<file path="src/rtl/cvs_pkg.sv">
// Shared definitions for the capacitor-voltage rank sorter: IEEE-754 field
// positions, sorter state encoding and the pairwise-compare count.
package cvs_pkg;

   localparam int unsigned EXP_MSB = 30;
   localparam int unsigned EXP_LSB = 23;
   localparam int unsigned MAN_MSB = 22;

   typedef enum logic [1:0] {
      IDLE,
      COMPARE,
      SELECT
   } state_t;

   // Number of distinct unordered pairs among n submodules.
   function automatic int unsigned pair_count(input int unsigned n);
      return (n * (n - 1)) / 2;
   endfunction

endpackage

</file>
<file path="src/rtl/cvs_fp_mag_cmp.sv">
// Combinational magnitude compare of two IEEE-754 single words.
// The sign bit is ignored; gt is high only when |a| is strictly larger than |b|.
module cvs_fp_mag_cmp
   import cvs_pkg::*;
#(
   parameter int unsigned VW = 32
) (
   input  logic [VW-1:0] a,
   input  logic [VW-1:0] b,
   output logic          gt
);

   logic [EXP_MSB-EXP_LSB:0] exp_a;
   logic [EXP_MSB-EXP_LSB:0] exp_b;
   logic [MAN_MSB:0]         man_a;
   logic [MAN_MSB:0]         man_b;
   logic                     unused_sign;

   // Exponent decides first; mantissa only breaks an exponent tie.
   always_comb begin
      exp_a       = a[EXP_MSB:EXP_LSB];
      exp_b       = b[EXP_MSB:EXP_LSB];
      man_a       = a[MAN_MSB:0];
      man_b       = b[MAN_MSB:0];
      gt          = (exp_a > exp_b) || ((exp_a == exp_b) && (man_a > man_b));
      unused_sign = ^{a[VW-1:EXP_MSB+1], b[VW-1:EXP_MSB+1]};
   end

endmodule

</file>
<file path="src/rtl/cvs_rank_sorter.sv">
// Snapshot N_SM capacitor voltages, rank them by one pairwise compare per
// clock, then derive the arm insertion mask from the ranks and arm current sign.
module cvs_rank_sorter
   import cvs_pkg::*;
#(
   parameter int unsigned N_SM = 8,
   parameter int unsigned VW   = 32,
   parameter int unsigned RW   = $clog2(N_SM)
) (
   input  logic                 clk,
   input  logic                 rst_n,
   input  logic                 start,
   input  logic [N_SM*VW-1:0]   v_flat,
   input  logic [RW:0]          n_ins,
   input  logic                 i_arm_pos,
   output logic                 busy,
   output logic                 done,
   output logic [N_SM*RW-1:0]   rank_flat,
   output logic [N_SM-1:0]      ins_mask
);

   localparam logic [RW-1:0] LAST_J = RW'(N_SM - 1);
   localparam logic [RW-1:0] LAST_I = RW'(N_SM - 2);
   localparam logic [RW:0]   N_CNT  = (RW+1)'(N_SM);

   state_t          state;
   logic [VW-1:0]   snap [N_SM];
   logic [RW:0]     acc  [N_SM];
   logic [RW:0]     n_sel;
   logic            pos_sel;
   logic [RW-1:0]   pi;
   logic [RW-1:0]   pj;
   logic            gt;
   logic [N_SM*RW-1:0] rank_next;
   logic [N_SM-1:0]    mask_next;

   cvs_fp_mag_cmp #(.VW(VW)) u_cmp (
      .a  (snap[pi]),
      .b  (snap[pj]),
      .gt (gt)
   );

   // Ranks are the final accumulator values; the mask picks the lowest n
   // (charging) or highest n (discharging) ranks.
   always_comb begin
      rank_next = '0;
      mask_next = '0;
      for (int unsigned k = 0; k < N_SM; k++) begin
         rank_next[k*RW +: RW] = acc[k][RW-1:0];
         mask_next[k] = pos_sel ? (acc[k] < n_sel) : (acc[k] >= (N_CNT - n_sel));
      end
   end

   // Sort sequencer: capture, walk all pairs in order, then register results.
   always_ff @(posedge clk or negedge rst_n) begin
      if (!rst_n) begin
         state     <= IDLE;
         busy      <= 1'b0;
         done      <= 1'b0;
         rank_flat <= '0;
         ins_mask  <= '0;
         n_sel     <= '0;
         pos_sel   <= 1'b0;
         pi        <= '0;
         pj        <= '0;
         for (int unsigned k = 0; k < N_SM; k++) begin
            snap[k] <= '0;
            acc[k]  <= '0;
         end
      end else begin
         done <= 1'b0;
         case (state)
            IDLE: begin
               if (start) begin
                  for (int unsigned k = 0; k < N_SM; k++) begin
                     snap[k] <= v_flat[k*VW +: VW];
                     acc[k]  <= '0;
                  end
                  n_sel   <= (n_ins > N_CNT) ? N_CNT : n_ins;
                  pos_sel <= i_arm_pos;
                  pi      <= '0;
                  pj      <= RW'(1);
                  busy    <= 1'b1;
                  state   <= COMPARE;
               end
            end
            COMPARE: begin
               // Ties credit the higher index so ranks stay a permutation.
               if (gt) acc[pi] <= acc[pi] + (RW+1)'(1);
               else    acc[pj] <= acc[pj] + (RW+1)'(1);
               if (pj == LAST_J) begin
                  if (pi == LAST_I) begin
                     state <= SELECT;
                  end else begin
                     pi <= pi + RW'(1);
                     pj <= pi + RW'(2);
                  end
               end else begin
                  pj <= pj + RW'(1);
               end
            end
            SELECT: begin
               rank_flat <= rank_next;
               ins_mask  <= mask_next;
               done      <= 1'b1;
               busy      <= 1'b0;
               state     <= IDLE;
            end
            default: state <= IDLE;
         endcase
      end
   end

endmodule
</file>
<file path="config.mk">
export PLATFORM = sky130hd
export DESIGN_NAME = cvs_rank_sorter
export DESIGN_NICKNAME = d
export VERILOG_FILES = /design/src/rtl/cvs_pkg.sv /design/src/rtl/cvs_fp_mag_cmp.sv /design/src/rtl/cvs_rank_sorter.sv
export SDC_FILE = /design/constraint.sdc
export NUM_CORES = 1
export LEC_CHECK = 0
export CAP_MARGIN = 5
export CORE_ASPECT_RATIO = 2
export CORE_MARGIN = 1.5
export CORE_UTILIZATION = 58
export DETAILED_ROUTE_END_ITERATION = 8
export PLACE_DENSITY = 0.95
export SKIP_CTS_REPAIR_TIMING = 1
export SLEW_MARGIN = 20
export SYNTH_ARGS = -nofsm -noshare
export SYNTH_HDL_FRONTEND = slang
export SYNTH_SLANG_ARGS = --single-unit
</file>
<file path="constraint.sdc">
create_clock -name clk -period 12.1 [get_ports clk]
set_input_delay 1.21 -clock clk [delete_from_list [all_inputs] [get_ports clk]]
set_output_delay 1.21 -clock clk [all_outputs]
set_load 0.01 [all_outputs]
</file>
== Word level (Yosys, flattened, before mapping) ==
Index checks and enable logic that the tools add are counted.
W data, S select, Z words.

* Bits in registers: 335
* Bits of input ports: 264
* Output and inout port bits: 34

* Add/sub/neg operators: 6
* Order comparisons: 23
* Equality and inequality tests: 10
* Muxes and demuxes: 45
* Bitwise logic cells: 2
* Reduce and logical (&&, ||, !) cells: 13

{| class="wikitable"
|+ Operators by type and width
! cell !! count
|-
| $bmux W32 S3 || 2
|-
| $mux W31 || 4
|-
| $bwmux W32 || 2
|-
| $mux W32 || 2
|-
| $pmux W32 S2 || 1
|-
| $ge A4 B4 Y1 || 8
|-
| $lt A4 B4 Y1 || 8
|-
| $mux W4 || 7
|-
| $bmux W4 S3 || 2
|-
| $demux W4 S3 || 2
|-
| $gt A23 B23 Y1 || 1
|-
| $mux W3 || 6
|-
| $pmux W3 S2 || 2
|-
| $mux W1 || 10
|-
| $add A4 B1 Y4 const B || 2
|-
| $eq A8 B8 Y1 || 1
|-
| $ge A4 B4 Y1 const B || 2
|-
| $gt A8 B8 Y1 || 1
|-
| $lt A4 B1 Y1 const B || 2
|-
| $ne A2 B2 Y1 const B || 4
|-
| $not A3 Y4 || 2
|-
| $add A3 B1 Y3 const B || 2
|-
| $eq A3 B3 Y1 const B || 2
|-
| $mux W2 || 3
|-
| other kinds (15) || 21
|}

== Logic depth before layout (Yosys ltp) ==
* Depth after elaboration: 9
* Gate-level depth with buffers: 18

== Hierarchy ==
A second synthesis with hierarchy kept.

* Cell total of the unflattened synthesis: 2154
* Area, all modules: 18876.9 sq um

{| class="wikitable"
|+ Modules (own cells, without submodules)
! module !! times used !! cells each !! area an instance (sq um)
|-
| cvs_rank_sorter || 1 || 2043 || 18076.1
|-
| cvs_fp_mag_cmp || 1 || 111 || 800.8
|}

== Worst setup path after synthesis ==
No wires, ideal clock.

* Path kind: flip-flop to flip-flop
* Start: register pj[0]
* End: register acc[30] in the netlist's numbering
* Arrival: 3.685 ns
* Data required time: 11.974 ns
* Slack: 8.289 ns
* Stages on the path, launching flop included: 17
* Buffers on the path: 5
* Period minus slack after synthesis: 3.811 ns
* Cell sequence: dfrtp_1 -> buf_6 -> buf_2 -> buf_2 -> nor2_1 -> clkbuf_1 -> a22oi_1 -> and3_1 -> ha_1 -> and3_4 -> a221o_1 -> a221o_1 -> and2_4 -> buf_6 -> a21oi_2 -> o21ai_1 -> a221o_1

* Cells in the longest elaborated chain, start to end: 9
* Elaborated cells on any way between the ends: 21

{| class="wikitable"
|+ RTL lines
! what !! line !! source
|-
| start: declaration || cvs_rank_sorter.sv:32 || <nowiki>logic [RW-1:0] pj;</nowiki>
|-
| start signal: assignment || cvs_rank_sorter.sv:96 || <nowiki>pj <= pi + RW'(2);</nowiki>
|-
| start signal: assignment || cvs_rank_sorter.sv:99 || <nowiki>pj <= pj + RW'(1);</nowiki>
|-
| $not A3 Y4 (implied by the code) * || cvs_rank_sorter.sv:39, cvs_rank_sorter.sv:90 ||
|-
| $bmux W32 S3 || cvs_rank_sorter.sv:39 || <nowiki>.b (snap[pj]),</nowiki>
|-
| $mux W31 (implied by the code) (2 in series) || cvs_rank_sorter.sv:39 ||
|-
| $gt A23 B23 Y1 / $eq A8 B8 Y1 (equally long branches) || cvs_fp_mag_cmp.sv:25 || <nowiki>gt = (exp_a > exp_b) || ((exp_a == exp_b) && (man_a > man_b));</nowiki>
|-
| $logic_and A1 B1 Y1 || cvs_fp_mag_cmp.sv:25 ||
|-
| $logic_or A1 B1 Y1 || cvs_fp_mag_cmp.sv:25 ||
|-
| $mux W32 * || cvs_rank_sorter.sv:89 || <nowiki>if (gt) acc[pi] <= acc[pi] + (RW+1)'(1);</nowiki>
|-
| $pmux W32 S2 * || cvs_rank_sorter.sv:72 || <nowiki>case (state)</nowiki>
|-
| end signal: indexed assignment || cvs_rank_sorter.sv:89 ||
|-
| end signal: indexed assignment || cvs_rank_sorter.sv:90 || <nowiki>else acc[pj] <= acc[pj] + (RW+1)'(1);</nowiki>
|-
| end: declaration || cvs_rank_sorter.sv:28 || <nowiki>logic [RW:0] acc [N_SM];</nowiki>
|}

Every way passes the cells marked *; elsewhere a longest branch is shown, timed or not. The select of a mux whose other input is x is not followed.
A chain may end at the register's enable or synchronous reset.

== Worst setup path in the final report ==
* Start: register pj[1]
* End: register acc[20] in the netlist's numbering

The elaborated chain is that of the path after synthesis.

==> metrics.md <==
| Metric | Value |
|---|---|
| Post-synthesis register bit count | 327 |
| First-pass DRT Iterations | 6 |
| Req. time, crit path | 12.57 ns |
| HPWL Detailed | 42200 µm |
| Clock Skew | 0.0101 ns |
| Total CTS buffers | 28 |
| R2R Setup Slk | 6.40 ns |
| Met1 Use GR | 41.9% |
| M3 GR Usage | 6.57% |
| Vias | 18122 |
| Main synth FF type | dfrtp_1 |
| VDD IR max | 192 µV |
| Clock transition at path regs | 0.07 ns |
| Post-route setup TNS | 0 ns |
| Slew HR | 21.4% |
| RD Place Congestion | 0.934 |
| Hold path endpoint | rank_flat[15] |
| CP max FO | 27 |
| Final Hold Fails | 0 |
| Starting Density | 59.0% |
| Synth warn | 0 |
| Grt met2 use | 63.4% |
| Reg2reg start | pj[1] |
| Final Max Slew Viols | 0 |
| Number of global-route vias before repair | 18804 |
| Leak | 10.8 nW |
| Ratio of cells with drive above 1 in the final layout | 8.59% |
| Root Driver | clkbuf_16 |
| CTS sink count | 327 |
| Largest net degree at the start of global routing | 262 |
| Highest clock rate | 176 MHz |
| Top post-synthesis cells by count | nand2_1 (906), dfrtp_1 (327), clkbuf_1 (99) |
| Pwr/cell area | 307 nW/µm² |
| Syn_nets | 2466 |
| PnR worst setup slack | 6.40 ns |
| Total die area | 34000 µm² |
| First-pass GRT wire length | 98600 µm |
| PortBufs | 289 |
| Rows | 93 |
| Antenna Violating Nets Remaining | 0 |
| Worst path bufs/invs | 1 |
| Worst Min Path Start | rank_flat[15] |
| Slew at the pin with the worst max-slew slack | 1.18 ns |
| Antenna violations before repair | 3 |
| Cell Area, Synth | 19000 µm² |
| Top cell type's share of synthesized area | 43.0% |
| Smallest hold slack | 0.482 ns |
| Hold path cells | 2 |
| Dominant cell type by area after synthesis | dfrtp_1 |
| Critical path's largest stage delay | 0.93 ns |
| Post-synthesis cell type count | 69 |
| Total Routing Usage GR | 38.2% |
| Setup violations, final | 0 |
| Outcome | completed |
| Clock tree buffer depth | 3 |
| TritonCTS clock tree | built |
| EDFF count, synth | 0 |
| Setup crit start kind | flip-flop |
| Hold Path Class | flip-flop to flip-flop |
| Synth area leaders | dfrtp_1 (43%), nand2_1 (18%), mux4_2 (8.5%), ha_1 (6.4%), a22oi_1 (3.9%) |
| Vias per std cell | 6.57 |
| Critical Path AT | 6.17 ns |
| Critical-path cell list | nor2b_1 > and2_2 > buf_4 > a22oi_1 > and4_1 > ha_1 > nand4_1 > nor3_1 > a22oi_1 > and4_1 > nor2_1 > nand2_1 > o221ai_1 |
| Final global-route overflow total | 0 |
| Clock latency on the worst-skew pair | 0.57 ns |
| Area Growth Syn to Fin | 21.4% |
| Fin nets | 2668 |
| Avg Inst Size Synth | 9.04 µm² |
| Post-Place Worst Slack | 6.74 ns |
| I/O pins | 298 |
| Worst R2R End | acc[20] |
| Final period util | 47.1% |
| Post-route minimum period | 5.70 ns |
| Number of max-cap violations | 0 |
| Core box area | 32200 µm² |
| H-tree Lvls | 1 |
| Most common cell in the synthesized netlist | nand2_1 |
| Die width | 131 µm |
| DR WL/cell | 23.1 µm |
| DRC Markers | 0 |
| FILL cells | 2204 |
| Cells after synthesis | 2104 |
| Crit Path Class | flip-flop to flip-flop |
| Reg2Reg Depth | 13 |
| Grt peak-use layer | met2 |
| Levels on crit path | 13 |
| WL final | 63700 µm |
| Slowest-stage cell, CP | dfrtp_1 |
| Register area share after synthesis | 43.0% |
| Cell family with most CP delay | simple AND/OR/NAND/NOR gates |
| Async SR Flop Fraction | 100% |
| Initial DRC count | 2089 |
| RSZ-0062 raised after global routing | false |
| DIE HEIGHT | 259 µm |
| Worst Setup End Kind | flip-flop |
-- registers in the layout, summed over array words and instances, names as in the netlist --
signal     cells
acc           32
busy           1
done           1
ins_mask       8
n_sel          4
pi             3
pj             3
pos_sel        1
rank_flat     24
snap         248
state          2
-- worst min-delay path, stage by stage (launching register included) --
cell,delay [ns]
dfrtp_1,0.35
nand2_1,0.04
o21ai_0,0.06
-- per-stage QoR --
| stage | power [mW] | utilization, % | cells | instance area [µm²] |
|---|---|---|---|---|
| finish | 7.09 | 71.7 | 2757 | 23100 |
| global route | 7.49 | 71.7 | 2757 | 23100 |
| CTS | 6.94 | 71.6 | 2754 | 23100 |
| detailed placement | 5.91 | 68.5 | 2702 | 22100 |
| global placement | 5.69 | 68.5 | 2702 | 22100 |
| floorplan | 4.78 | - | 2104 | 19000 |
-- kinds of logic (layout without fill, tap and decap cells) --
| group | after synthesis | count (layout) | share of synthesized area (%) |
|---|---|---|---|
| adders and majority gates | 98 | 98 | 6.44 |
| muxes | 112 | 112 | 10.8 |
| AOI/OAI and AO/OA | 319 | 319 | 12.1 |
| other | 0 | 2 | 0 |
| and+or+nand+nor | 1071 | 1071 | 23.6 |
| buffers and inverters | 171 | 395 | 3.79 |
| DFF | 327 | 327 | 43.0 |
| xor gates and xnor gates | 6 | 6 | 0.276 |
-- placed cells by master (no fill, tap or decap), types with 5 or more instances in the layout --
master / synthesis / final
dfrtp_1: 327 / 324
a22oi_1: 98 / 98
a21oi_1: 48 / 48
ha_1: 98 / 98
inv_1: 32 / 32
a21o_1: 21 / 21
clkdlybuf4s50_1: 0 / 288
and3_1: 21 / 19
o221ai_1: 12 / 12
and4_1: 18 / 18
o21ai_0: 46 / 46
mux4_2: 72 / 72
o211ai_1: 6 / 6
mux2i_1: 20 / 20
clkbuf_8: 0 / 8
nor2_1: 30 / 28
nand2_1: 906 / 905
nor3_1: 7 / 7
nand2b_1: 19 / 19
o2111ai_1: 6 / 6
clkbuf_16: 0 / 29
a221oi_1: 18 / 18
nor2b_1: 17 / 17
a31oi_1: 7 / 7
a22o_1: 19 / 19
nand3_1: 21 / 21
nand3b_1: 5 / 5
mux2_2: 19 / 19
o221ai_2: 6 / 6
buf_4: 6 / 17
-- worst max-delay path by stage --
stage | startpoint | to | slack, ns
2_1_floorplan | pj[0] | acc[30] | 8.29
4_1_cts | pj[1] | acc[20] | 6.69
5_1_grt | pj[1] | acc[20] | 6.24
6_report | pj[1] | acc[20] | 6.40
3_5_place_dp | pj[1] | acc[20] | 6.74
3_3_place_gp | pj[1] | acc[16] | 6.83
-- power breakdown --
group / switching, mW / internal [mW] / total, mW
clock: 0.431 / 0.553 / 0.984
sequential: 0.538 / 1.56 / 2.10
combinational: 2.39 / 1.62 / 4.01
-- per-layer routing --
metal / wire length [µm] / vias up / share of wire (%)
met3: 5830 / 488 / 9.1
met1: 19800 / 8562 / 31
li1: - / 7665 / -
met4: 6340 / 2 / 10
met5: 13 / - / 0.020
met2: 31700 / 1405 / 50
-- cell type report --
type                            count  area, µm²  share of cell area (%)
Multi-Input combinational cell   1606      10200                    44.0
Sequential cell                   327       8190                    35.5
Timing Repair Buffer              309       3080                    13.3
Clock buffer                       40        847                    3.67
Tap cell                          427        534                    2.31
Clock inverter                     12        153                   0.661
Inverter                           34        128                   0.552
Antenna cell                        2       5.00                  0.0217
Note: power is estimated with default switching activity, not from simulation.
